**src/rtl/gru_htb_sched.sv**
```systemverilog
// gru_htb_sched: steps a GRU candidate-state datapath one hidden-cell row per issue, feeding each new hidden vector back as ht1.
// Latency: per step 1 + CELLNUM*(1+L) + 1 cycles (L = dp_en to dp_valid); step_valid/h_out/done land one cycle after the state that makes them.
// Backpressure: x_ready only in WAIT_X and holds there while x_valid is low; the datapath is paced by dp_valid, bounded by TIMEOUT cycles.
//
// Ports:
//   clk, rst            clock, synchronous active-high reset
//   start, h0           begin a sequence (IDLE only), initial hidden vector
//   x_valid/x_ready/x_in  one input vector per timestep
//   dp_en, dp_row, dp_xt, dp_ht1  row issue to the datapath (dp_xt/dp_ht1 stable for the whole step)
//   dp_valid, dp_result result strobe and data for the outstanding row
//   h_out, step_valid, step_idx   last completed hidden vector and its step
//   busy, done, timeout_err       status (timeout_err sticky until next accepted start)
module gru_htb_sched #(
    parameter int INPUTDIMEN = 4,
    parameter int CELLNUM    = 4,
    parameter int DATABIT    = 16,
    parameter int STEP       = 10,
    parameter int TIMEOUT    = 32,
    parameter int ROWBITS    = 2,
    parameter int STEPBITS   = 4
) (
    input  logic                          clk,
    input  logic                          rst,
    input  logic                          start,
    input  logic [CELLNUM*DATABIT-1:0]    h0,
    input  logic                          x_valid,
    output logic                          x_ready,
    input  logic [INPUTDIMEN*DATABIT-1:0] x_in,
    output logic                          dp_en,
    output logic [ROWBITS-1:0]            dp_row,
    output logic [INPUTDIMEN*DATABIT-1:0] dp_xt,
    output logic [CELLNUM*DATABIT-1:0]    dp_ht1,
    input  logic                          dp_valid,
    input  logic [DATABIT-1:0]            dp_result,
    output logic [CELLNUM*DATABIT-1:0]    h_out,
    output logic                          step_valid,
    output logic [STEPBITS-1:0]           step_idx,
    output logic                          busy,
    output logic                          done,
    output logic                          timeout_err
);

    localparam int TMOBITS = $clog2(TIMEOUT + 1);

    typedef enum logic [2:0] {
        S_IDLE,
        S_WAIT_X,
        S_ISSUE,
        S_WAIT_RES,
        S_STEP_END,
        S_DONE
    } state_t;

    state_t                          state;
    state_t                          state_nxt;
    logic [ROWBITS-1:0]              row;
    logic [STEPBITS-1:0]             step;
    logic [TMOBITS-1:0]              tmo;
    logic [INPUTDIMEN*DATABIT-1:0]   x_reg;
    logic [CELLNUM*DATABIT-1:0]      h_prev;
    logic [CELLNUM*DATABIT-1:0]      h_next;
    logic                            last_row;
    logic                            last_step;
    logic                            tmo_expire;

    assign last_row   = (row == ROWBITS'(CELLNUM - 1));
    assign last_step  = (step == STEPBITS'(STEP - 1));
    // tmo holds the number of silent WAIT_RES cycles already seen, so this
    // is the TIMEOUT-th silent cycle.
    assign tmo_expire = (tmo == TMOBITS'(TIMEOUT - 1));

    assign dp_row = row;
    assign dp_xt  = x_reg;
    assign dp_ht1 = h_prev;

    always_comb begin
        state_nxt = state;
        x_ready   = 1'b0;
        dp_en     = 1'b0;
        busy      = (state != S_IDLE);
        unique case (state)
            S_IDLE:     if (start) state_nxt = S_WAIT_X;
            S_WAIT_X: begin
                x_ready = 1'b1;
                if (x_valid) state_nxt = S_ISSUE;
            end
            S_ISSUE: begin
                dp_en     = 1'b1;
                state_nxt = S_WAIT_RES;
            end
            S_WAIT_RES: begin
                // A result arriving on the expiry cycle still counts.
                if (dp_valid)        state_nxt = last_row ? S_STEP_END : S_ISSUE;
                else if (tmo_expire) state_nxt = S_IDLE;
            end
            S_STEP_END: state_nxt = last_step ? S_DONE : S_WAIT_X;
            S_DONE:     state_nxt = S_IDLE;
            default:    state_nxt = S_IDLE;
        endcase
    end

    always_ff @(posedge clk) begin
        if (rst) begin
            state       <= S_IDLE;
            row         <= '0;
            step        <= '0;
            tmo         <= '0;
            x_reg       <= '0;
            h_prev      <= '0;
            h_next      <= '0;
            h_out       <= '0;
            step_valid  <= 1'b0;
            step_idx    <= '0;
            done        <= 1'b0;
            timeout_err <= 1'b0;
        end else begin
            state      <= state_nxt;
            step_valid <= 1'b0;
            done       <= 1'b0;
            unique case (state)
                S_IDLE: begin
                    if (start) begin
                        h_prev      <= h0;
                        step        <= '0;
                        timeout_err <= 1'b0;
                    end
                end
                S_WAIT_X: begin
                    if (x_valid) begin
                        x_reg <= x_in;
                        row   <= '0;
                    end
                end
                S_ISSUE: tmo <= '0;
                S_WAIT_RES: begin
                    if (dp_valid) begin
                        h_next[int'(row)*DATABIT +: DATABIT] <= dp_result;
                        if (!last_row) row <= row + ROWBITS'(1);
                    end else if (tmo_expire) begin
                        timeout_err <= 1'b1;
                    end else begin
                        tmo <= tmo + TMOBITS'(1);
                    end
                end
                S_STEP_END: begin
                    // h_out and step_valid move together so a consumer
                    // sampling on step_valid sees the new vector.
                    h_prev     <= h_next;
                    h_out      <= h_next;
                    step_valid <= 1'b1;
                    step_idx   <= step;
                    if (!last_step) step <= step + STEPBITS'(1);
                end
                S_DONE:  done <= 1'b1;
                default: ;
            endcase
        end
    end

endmodule
```
**config.mk**
```make
export PLATFORM = sky130hd
export DESIGN_NAME = gru_htb_sched
export DESIGN_NICKNAME = d
export VERILOG_FILES = /design/src/rtl/gru_htb_sched.sv
export SDC_FILE = /design/constraint.sdc
export NUM_CORES = 1
export LEC_CHECK = 0
export CORE_ASPECT_RATIO = 0.75
export CORE_MARGIN = 4
export CORE_UTILIZATION = 41
export DETAILED_ROUTE_END_ITERATION = 6
export HOLD_SLACK_MARGIN = 0.06
export PLACE_DENSITY = 0.76
export RECOVER_POWER = 100
export REMOVE_ABC_BUFFERS = 1
export SKIP_CTS_REPAIR_TIMING = 1
export SYNTH_ARGS = -nofsm -noshare
export SYNTH_HDL_FRONTEND = slang
export SYNTH_SLANG_ARGS = --single-unit
```
**constraint.sdc**
```tcl
create_clock -name clk -period 1.8 [get_ports clk]
set_input_delay 0.18 -clock clk [delete_from_list [all_inputs] [get_ports clk]]
set_output_delay 0.18 -clock clk [all_outputs]
set_load 0.02 [all_outputs]
```
---- Yosys cells after proc, flatten, opt, wreduce, memory -nomap -nowiden ----
Index checks and enable logic that the tools add are counted.
word-level totals
  register bits ........................... 278
  input bits .............................. 149
  output and inout bits ................... 204
  logic and storage cells ................. 77
operators by class
  add/sub/neg operators ................... 4
  equality and inequality tests ........... 17
  shift operators ......................... 2
  mux-type cells .......................... 28
  reduce and logical (&&, ||, !) cells .... 14
operators by type and width
  operator                    count
  $pmux W64 S2                1
  $bwmux W64                  1
  $mux W64                    1
  $shift A16 B33 Y64 const A  1
  $shiftx A16 B33 Y64         1
  $neg A6 Y33                 1
  $mux W3                     6
  $ne A2 B2 Y1 const B        8
  $pmux W3 S5                 1
  $mux W6                     2
  $pmux W6 S2                 1
  $reduce_and A3 Y1           3
  $mux W4                     2
  $pmux W4 S2                 1
  $reduce_and A4 Y1           2
  $reduce_bool A2 Y1          4
  $mux W1                     7
  $add A6 B1 Y6 const B       1
  $eq A3 B2 Y1 const B        2
  $eq A3 B3 Y1 const B        2
  $eq A6 B5 Y1 const B        1
  $mux W2                     3
  $reduce_and A2 Y1           3
  $add A4 B1 Y4 const B       1
  9 further kinds             9

---- Depth between registers and ports, before layout ----
Gate-level depths: netlist (run 1).
  depth after elaboration ................. 4
  depth in mapped cells ................... 8
  mapped depth without buffers ............ 6

---- Worst setup path after synthesis (run 1) ----
OpenSTA, ideal clock, no wires.
  path kind ............................... register to register
  from .................................... register row[0], in the netlist dp_row[0]
  to ...................................... register h_next[10]
  setup time .............................. 0.070 ns
  data arrival time ....................... 2.031 ns
  data required time ...................... 1.730 ns
  path slack .............................. -0.301 ns
  cell stages (with the launch flop) ...... 7
  buffers on the path ..................... 1
  clock period less this slack ............ 2.101 ns
  cell sequence ........................... dfxtp_1 > inv_2 > ha_1 > nor3b_1 > clkbuf_1 > nand3_1 > a21oi_1
on the way
  longest elaborated chain between the ends .. 3
  elaborated cells on any way between the ends .. 4
  those cells by class .................... 1 x add/sub; 2 x shift; 1 x mux
ends and longest elaborated chain
  item                                                       RTL line  source
  from (decl)                                                56        logic [ROWBITS-1:0] row;
  from (signal assigned)                                     138       if (!last_row) row <= row + ROWBITS'(1);
  $neg A6 Y33 (*)                                            137       h_next[int'(row)*DATABIT +: DATABIT] <= dp_result;
  $shiftx A16 B33 Y64 or $shift A16 B33 Y64 (tied branches)  137
  $bwmux W64 (*)                                             137
  to (signal, indexed assignment)                            137
  to (decl)                                                  61        logic [CELLNUM*DATABIT-1:0] h_next;
Mark *: on every way between the ends. The rest lies on a longest branch, timed or not.
A chain may end at the register's enable or synchronous reset.

---- Final worst setup path (run 1) ----
  from .................................... register h_out[42]
  to ...................................... output port h_out[42]
RTL lines
  item                    RTL line  source
  from (decl)             35        output logic [CELLNUM*DATABIT-1:0] h_out,
  from (signal assigned)  149       h_out <= h_next;
No word-level cell between the ends.

==> summary.txt, run 1 <==
RSZ-0062 raised after global routing = false
post-synthesis instance total = 1,279
Rel. slew slack = 60.0%
GPL Wtd Cong = 0.817
clk buf depth = 3
final setup violation count = 0
Chip Width = 191 um
Worst Path Required = 1620 ps
vias in the first global route = 9,670
Worst-Skew Late Latency = 540 ps
total global routing overflow = 0
dpl hpwl = 24,400 um
WP buf/inv = 1
period utilization = 97.0%
post-synthesis async set-or-reset flop share = 0%
Clock Skew = 17.7 ps
cell row count = 50
Leakage = 5.72 nW
most frequent cells in the layout = 401 x nand2_1, 276 x dfxtp_1, 234 x clkdlybuf4s50_1
via/cell ratio = 5.19
Synth Flop Type = dfxtp_1
final WL = 34,200 um
type of element capturing the critical path = primary output
WP depth = 1
worst hold path type = in -> reg
routed via count = 10,200
CTS tree = done
Warnings, synthesis = 0
synth unique cells = 44
crit start category = register
Ports = 353
arrival time at the worst endpoint = 1570 ps
Final ANT Viol Nets = 0
antenna cells = 0
clock transition at the registers of the reported paths = 60 ps
CP Cell Sequence = dlygate4sd3_1
CP peak stage delay = 680 ps
max-cap check violation count = 0
hold slack final = 76.0 ps
outcome = completed
dpl ws = 46.2 ps
drt pass-1 iters = 5
GR Util All Layers = 23.1%
Final Hold Fails = 0
Inserted Clock Buffers = 28
FF-to-FF path depth = 5
die footprint = 0.0279 sq mm
root buffer cell = clkbuf_16
Hold Path Stages = 2
CP top delay family = buffers and inverters
total core area = 0.0249 sq mm
die height = 146 um
DRT iter0 DRCs = 814
Starting Density = 41.6%
Max FO, Critical Path = 2
worst-margin pin slew = 599 ps
fmax = 0.573 GHz
# H-tree levels = 1
drt drc = 0
synthesized flop and latch total = 278
Post-Synthesis Cell Area = 0.0104 sq mm
setup TNS = 0 ps
fin nets = 1,765
Area growth syn-to-layout = 48.3%
first-pass GRT wire length = 52,900 um
worst setup margin = 54.8 ps
CTS sink count = 278
antenna violations before repair = 0
CP Class = reg -> out
commonest non-fill, non-tap cell in the layout = nand2_1
largest net degree at the start of global routing = 77
Worst VDD drop = 0.000582 V
number of synthesized flops with an enable pin = 0
final worst path period need = 1750 ps
Routed WL per cell = 17.4 um
max-slew violations = 0
Slowest-stage cell, CP = dlygate4sd3_1
layout cells sized above 1 = 6.70%
IO Port Bufs = 352
P per Cell Area = 938 mW/mm^2
Avg Cell Area, Syn = 8.09 sq um
post-synthesis sequential area ratio = 53.8%
kinds of logic after synthesis:
| group | synth area share, % |
|---|---|
| mux | 0.109 |
| fa+ha+maj | 0.967 |
| buf+inv | 4.70 |
| compound gates | 16.9 |
| simple gates | 23.5 |
| xor+xnor | 0.0846 |
| flops | 53.8 |
through the flow:
| step | instance area, sq um | std cells | utilization [%] | power (mW) |
|---|---|---|---|---|
| 6_report | 15300 | 1964 | 61.6 | 14.4 |
| 5_1_grt | 15300 | 1964 | 61.6 | 14.9 |
| 4_1_cts | 15400 | 1964 | 61.8 | 14.6 |
| 3_5_place_dp | 14400 | 1916 | 57.9 | 8.58 |
| 3_3_place_gp | 14400 | 1916 | 57.9 | 8.55 |
| 2_1_floorplan | 9890 | 1176 | - | 7.39 |
sequential cells by signal (all words and copies together), names as in the netlist:
| signal | cells |
|---|---|
| dp_xt | 64 |
| tmo | 6 |
| step | 4 |
| h_out | 64 |
| dp_row | 2 |
| timeout_err | 1 |
| h_next | 64 |
| step_idx | 4 |
| done | 1 |
| state | 3 |
| step_valid | 1 |
| dp_ht1 | 64 |
final timing paths:
check	start	end	slack (ps)
worst max-delay path	h_out[42]$_SDFFE_PP0P_	h_out[42]	50
worst min-delay path	rst	step_valid$_SDFF_PP0_	80
worst max register to register	state[0]$_SDFFE_PP0P_	h_out[51]$_SDFFE_PP0P_	80
worst min register to register	dp_xt[38]$_SDFFE_PP0P_	dp_xt[38]$_SDFFE_PP0P_	450
cell type report:
type,count,area (sq um)
multi-input cells,891,4330
clock inverters,7,115
well taps,338,423
fillers,2188,9550
inverters,7,26.3
clock buffers,41,841
repair buffers,402,4040
flip-flops and latches,278,5570
cells in the mapped netlist (2+ instances only):
master | n | share of area [%]
and2_1 | 6 | 0.36
nand3_1 | 72 | 3.5
nand4b_1 | 2 | 0.17
o21ai_1 | 2 | 0.097
a21oi_1 | 207 | 10
nor3_1 | 3 | 0.15
nand4_1 | 2 | 0.12
nand3b_1 | 8 | 0.58
ha_1 | 8 | 0.97
nor3b_1 | 3 | 0.22
nor2_1 | 71 | 2.6
a311oi_1 | 62 | 5.2
dfxtp_1 | 278 | 54
buf_2 | 32 | 1.5
or2_1 | 2 | 0.12
buf_4 | 7 | 0.51
nand2_1 | 402 | 15
inv_1 | 5 | 0.18
o21ai_0 | 12 | 0.58
clkbuf_1 | 53 | 1.9
buf_1 | 10 | 0.36
nor3_2 | 3 | 0.29
nor2b_1 | 3 | 0.18
inv_2 | 2 | 0.073
a211oi_1 | 5 | 0.36
routing by layer:
metal	routed length, um	vias to the layer above	GRT usage [%]
met5	0	-	0
li1	-	4990	-
met2	15700	364	37.0
met1	15000	4776	32.0
met4	967	0	6.10
met3	2590	68	4.58
power breakdown:
group          internal, mW  switching (mW)  total, mW  leakage [nW]
Clock                  3.64            2.37       6.01         0.464
Combinational         0.888           0.994       1.88          2.99
Sequential             6.38           0.122       6.51          2.26
Power figures use the tool's default switching activity.
==> inputs of run 2 (changes only) <==
--- a/config.mk
+++ b/config.mk
@@ -7,10 +7,10 @@
 export LEC_CHECK = 0
 export CORE_ASPECT_RATIO = 0.75
 export CORE_MARGIN = 4
-export CORE_UTILIZATION = 41
+export CORE_UTILIZATION = 49
 export DETAILED_ROUTE_END_ITERATION = 6
 export HOLD_SLACK_MARGIN = 0.06
-export PLACE_DENSITY = 0.76
+export PLACE_DENSITY = 0.85
 export RECOVER_POWER = 100
 export REMOVE_ABC_BUFFERS = 1
 export SKIP_CTS_REPAIR_TIMING = 1
==> constraint.sdc (replaced) <==
create_clock -name clk -period 2.2 [get_ports clk]
set_input_delay 0.22 -clock clk [delete_from_list [all_inputs] [get_ports clk]]
set_output_delay 0.22 -clock clk [all_outputs]
set_load 0.02 [all_outputs]
==> run 2 against run 1 <==
Compared with the run above:
- setup slack gained 110 ps
- critical path depth unchanged
- global-route usage is 3.9 points higher
- power down 22%
- combinational power down 22%
- first-iteration DRC count is 30% higher
- wire length fell by 1.8%
- largest power group unchanged
==> summary.txt, run 2 (synthesized netlist as in run 1, its figures left out) <==
crit path launch = dp_row[0]$_SDFFE_PP0P_
CP top delay family = buffers and inverters
Worst VDD drop = 0.000466 V (-20%)
drt pass-1 iters = 5 (unchanged)
root buffer cell = clkbuf_16
CP Cell Sequence = dlygate4sd3_1
CTS sink count = 278 (unchanged)
worst-margin pin slew = 714 ps (+115 ps)
fin nets = 1,748 (-0.96%)
Slowest-stage cell, CP = dlygate4sd3_1
Worst-Skew Late Latency = 530 ps (about the same)
type of element capturing the critical path = primary output
WP depth = 1 (unchanged)
Total Power = 11.3 mW (-22%)
setup TNS = 0 ps (unchanged)
Inserted Clock Buffers = 27 (-3.6%)
IO Port Bufs = 352 (unchanged)
fmax = 0.491 GHz
total global routing overflow = 0 (unchanged)
routed via count = 10,200 (+0.49%)
layout cells sized above 1 = 5.59% (-1.1 points)
DP Area = 0.0141 sq mm (-1.9%)
final setup violation count = 0 (unchanged)
clk buf depth = 3 (unchanged)
die height = 134 um (-8.1%)
dpl hpwl = 23,800 um (-2.5%)
largest net degree at the start of global routing = 99 (+29%)
final WL = 33,600 um (-1.8%)
utilization after layout = 73.0% (+11 points)
FF-to-FF path depth = 6 (+1)
Max FO, Critical Path = 7 (+5)
WP buf/inv = 1 (unchanged)
vias in the first global route = 9,794 (+1.3%)
Area growth syn-to-layout = 44.5%
max-cap check violation count = 0 (unchanged)
Rel. slew slack = 52.4% (-7.7 points)
via/cell ratio = 5.42 (+4.4%)
worst reg2reg setup slack = 210 ps (+130 ps)
# H-tree levels = 1 (unchanged)
Worst R2R End = h_next[23]$_SDFFE_PP0P_
Ports = 353 (unchanged)
CP peak stage delay = 780 ps (+100 ps)
die footprint = 0.0235 sq mm (-16%)
antenna violations before repair = 0 (unchanged)
outcome = completed
GR Util All Layers = 27.0% (+3.9 points)
Critical R2R Launch = dp_row[0]$_SDFFE_PP0P_
period utilization = 92.5%
max-slew violations = 0 (unchanged)
RSZ-0062 raised after global routing = false
DRT iter0 DRCs = 1,060 (+30%)
P per Cell Area = 752 mW/mm^2 (-20%)
Leakage = 5.86 nW (+2.5%)
post-route cell area = 0.0150 sq mm (-2.5%)
GPL Wtd Cong = 0.816 (-0.13%)
cell row count = 45 (-10%)
clock transition at the registers of the reported paths = 70 ps (about the same)
Final ANT Viol Nets = 0 (unchanged)
total core area = 0.0205 sq mm (-18%)
antenna cells = 0 (unchanged)
Routed WL per cell = 17.8 um (+2.0%)
CP Class = reg -> out
drt drc = 0 (unchanged)
Clock Skew = 9.77 ps (-7.91 ps)
Worst Path Required = 1980 ps (+360 ps)
worst hold path type = in -> reg
first-pass GRT wire length = 52,400 um (-0.81%)
Final Hold Fails = 0 (unchanged)
CTS tree = done
hold slack final = 243 ps (+167 ps)
commonest non-fill, non-tap cell in the layout = nand2_1
final worst path period need = 2040 ps
arrival time at the worst endpoint = 1820 ps (+250 ps)
crit path capture = dp_row[0]
Hold Crit Start = x_in[12]
Starting Density = 50.5% (+8.9 points)
Chip Width = 176 um (-8.2%)
crit start category = register
most frequent cells in the layout = 401 x nand2_1, 277 x dfxtp_1, 207 x a21oi_1
## run 2: cell count changes in the layout (fill, tap and decap cells not counted), sizes merged
cell / previous run / this run
buf: 48 / 26
clkinvlp: 2 / 3
dlymetal6s2s: 0 / 1
dlygate4sd3: 112 / 201
clkdlybuf4s50: 234 / 147
clkbuf: 49 / 48
bufinv: 3 / 1
clkinv: 2 / 6
## run 2: cell type report
type | count | area (sq um)
clock buffer | 37 | 763
fill | 1562 | 5530
tap | 282 | 353
timing repair buffer | 386 | 3830
inverter | 7 | 26.3
sequential | 278 | 5570
clock inverter | 10 | 90.1
multi-input combinational | 891 | 4330
## run 2: routing by layer
layer,share of wire (%),up-vias,wire length [um],GRT usage (%)
met5,0,-,0,0
met4,2.2,0,755,7.23
met3,7.7,59,2600,4.96
met2,47,427,15800,44.3
met1,43,4804,14400,37.0
li1,-,4958,-,-
## run 2: through the flow
| stage | setup WS, ps | cells |
|---|---|---|
| after floorplan | -1320 | 1176 |
| after global placement | 234 | 1844 |
| after detailed placement | 187 | 1844 |
| after CTS | -132 | 1891 |
| after global routing | 84.0 | 1891 |
| final | 164 | 1891 |
## run 2: how the worst min path moves through the flow
stage / depth (start not counted) / slack [ps] / end
5_1_grt: 3 / 230 / dp_xt[12]$_SDFFE_PP0P_
6_report: 3 / 240 / dp_xt[12]$_SDFFE_PP0P_
3_5_place_dp: 2 / 450 / dp_xt[21]$_SDFFE_PP0P_
2_1_floorplan: 1 / 290 / dp_row[0]$_SDFFE_PP0P_
3_3_place_gp: 2 / 440 / h_next[53]$_SDFFE_PP0P_
4_1_cts: 3 / 230 / dp_xt[38]$_SDFFE_PP0P_
## run 2: worst min-delay path, delay by kind of cell
kind                   cells  cell delay, ps
AOI/OAI and AO/OA          1              50
and+or+nand+nor            1              60
buffers and inverters      1             400
## run 2: power breakdown
part	switching (mW)	internal (mW)	total (mW)	leakage, nW
sequential	0.106	5.22	5.33	2.26
combinational	0.794	0.665	1.46	3.19
clock	1.92	2.54	4.47	0.413
total	2.82	8.43	11.3	5.86
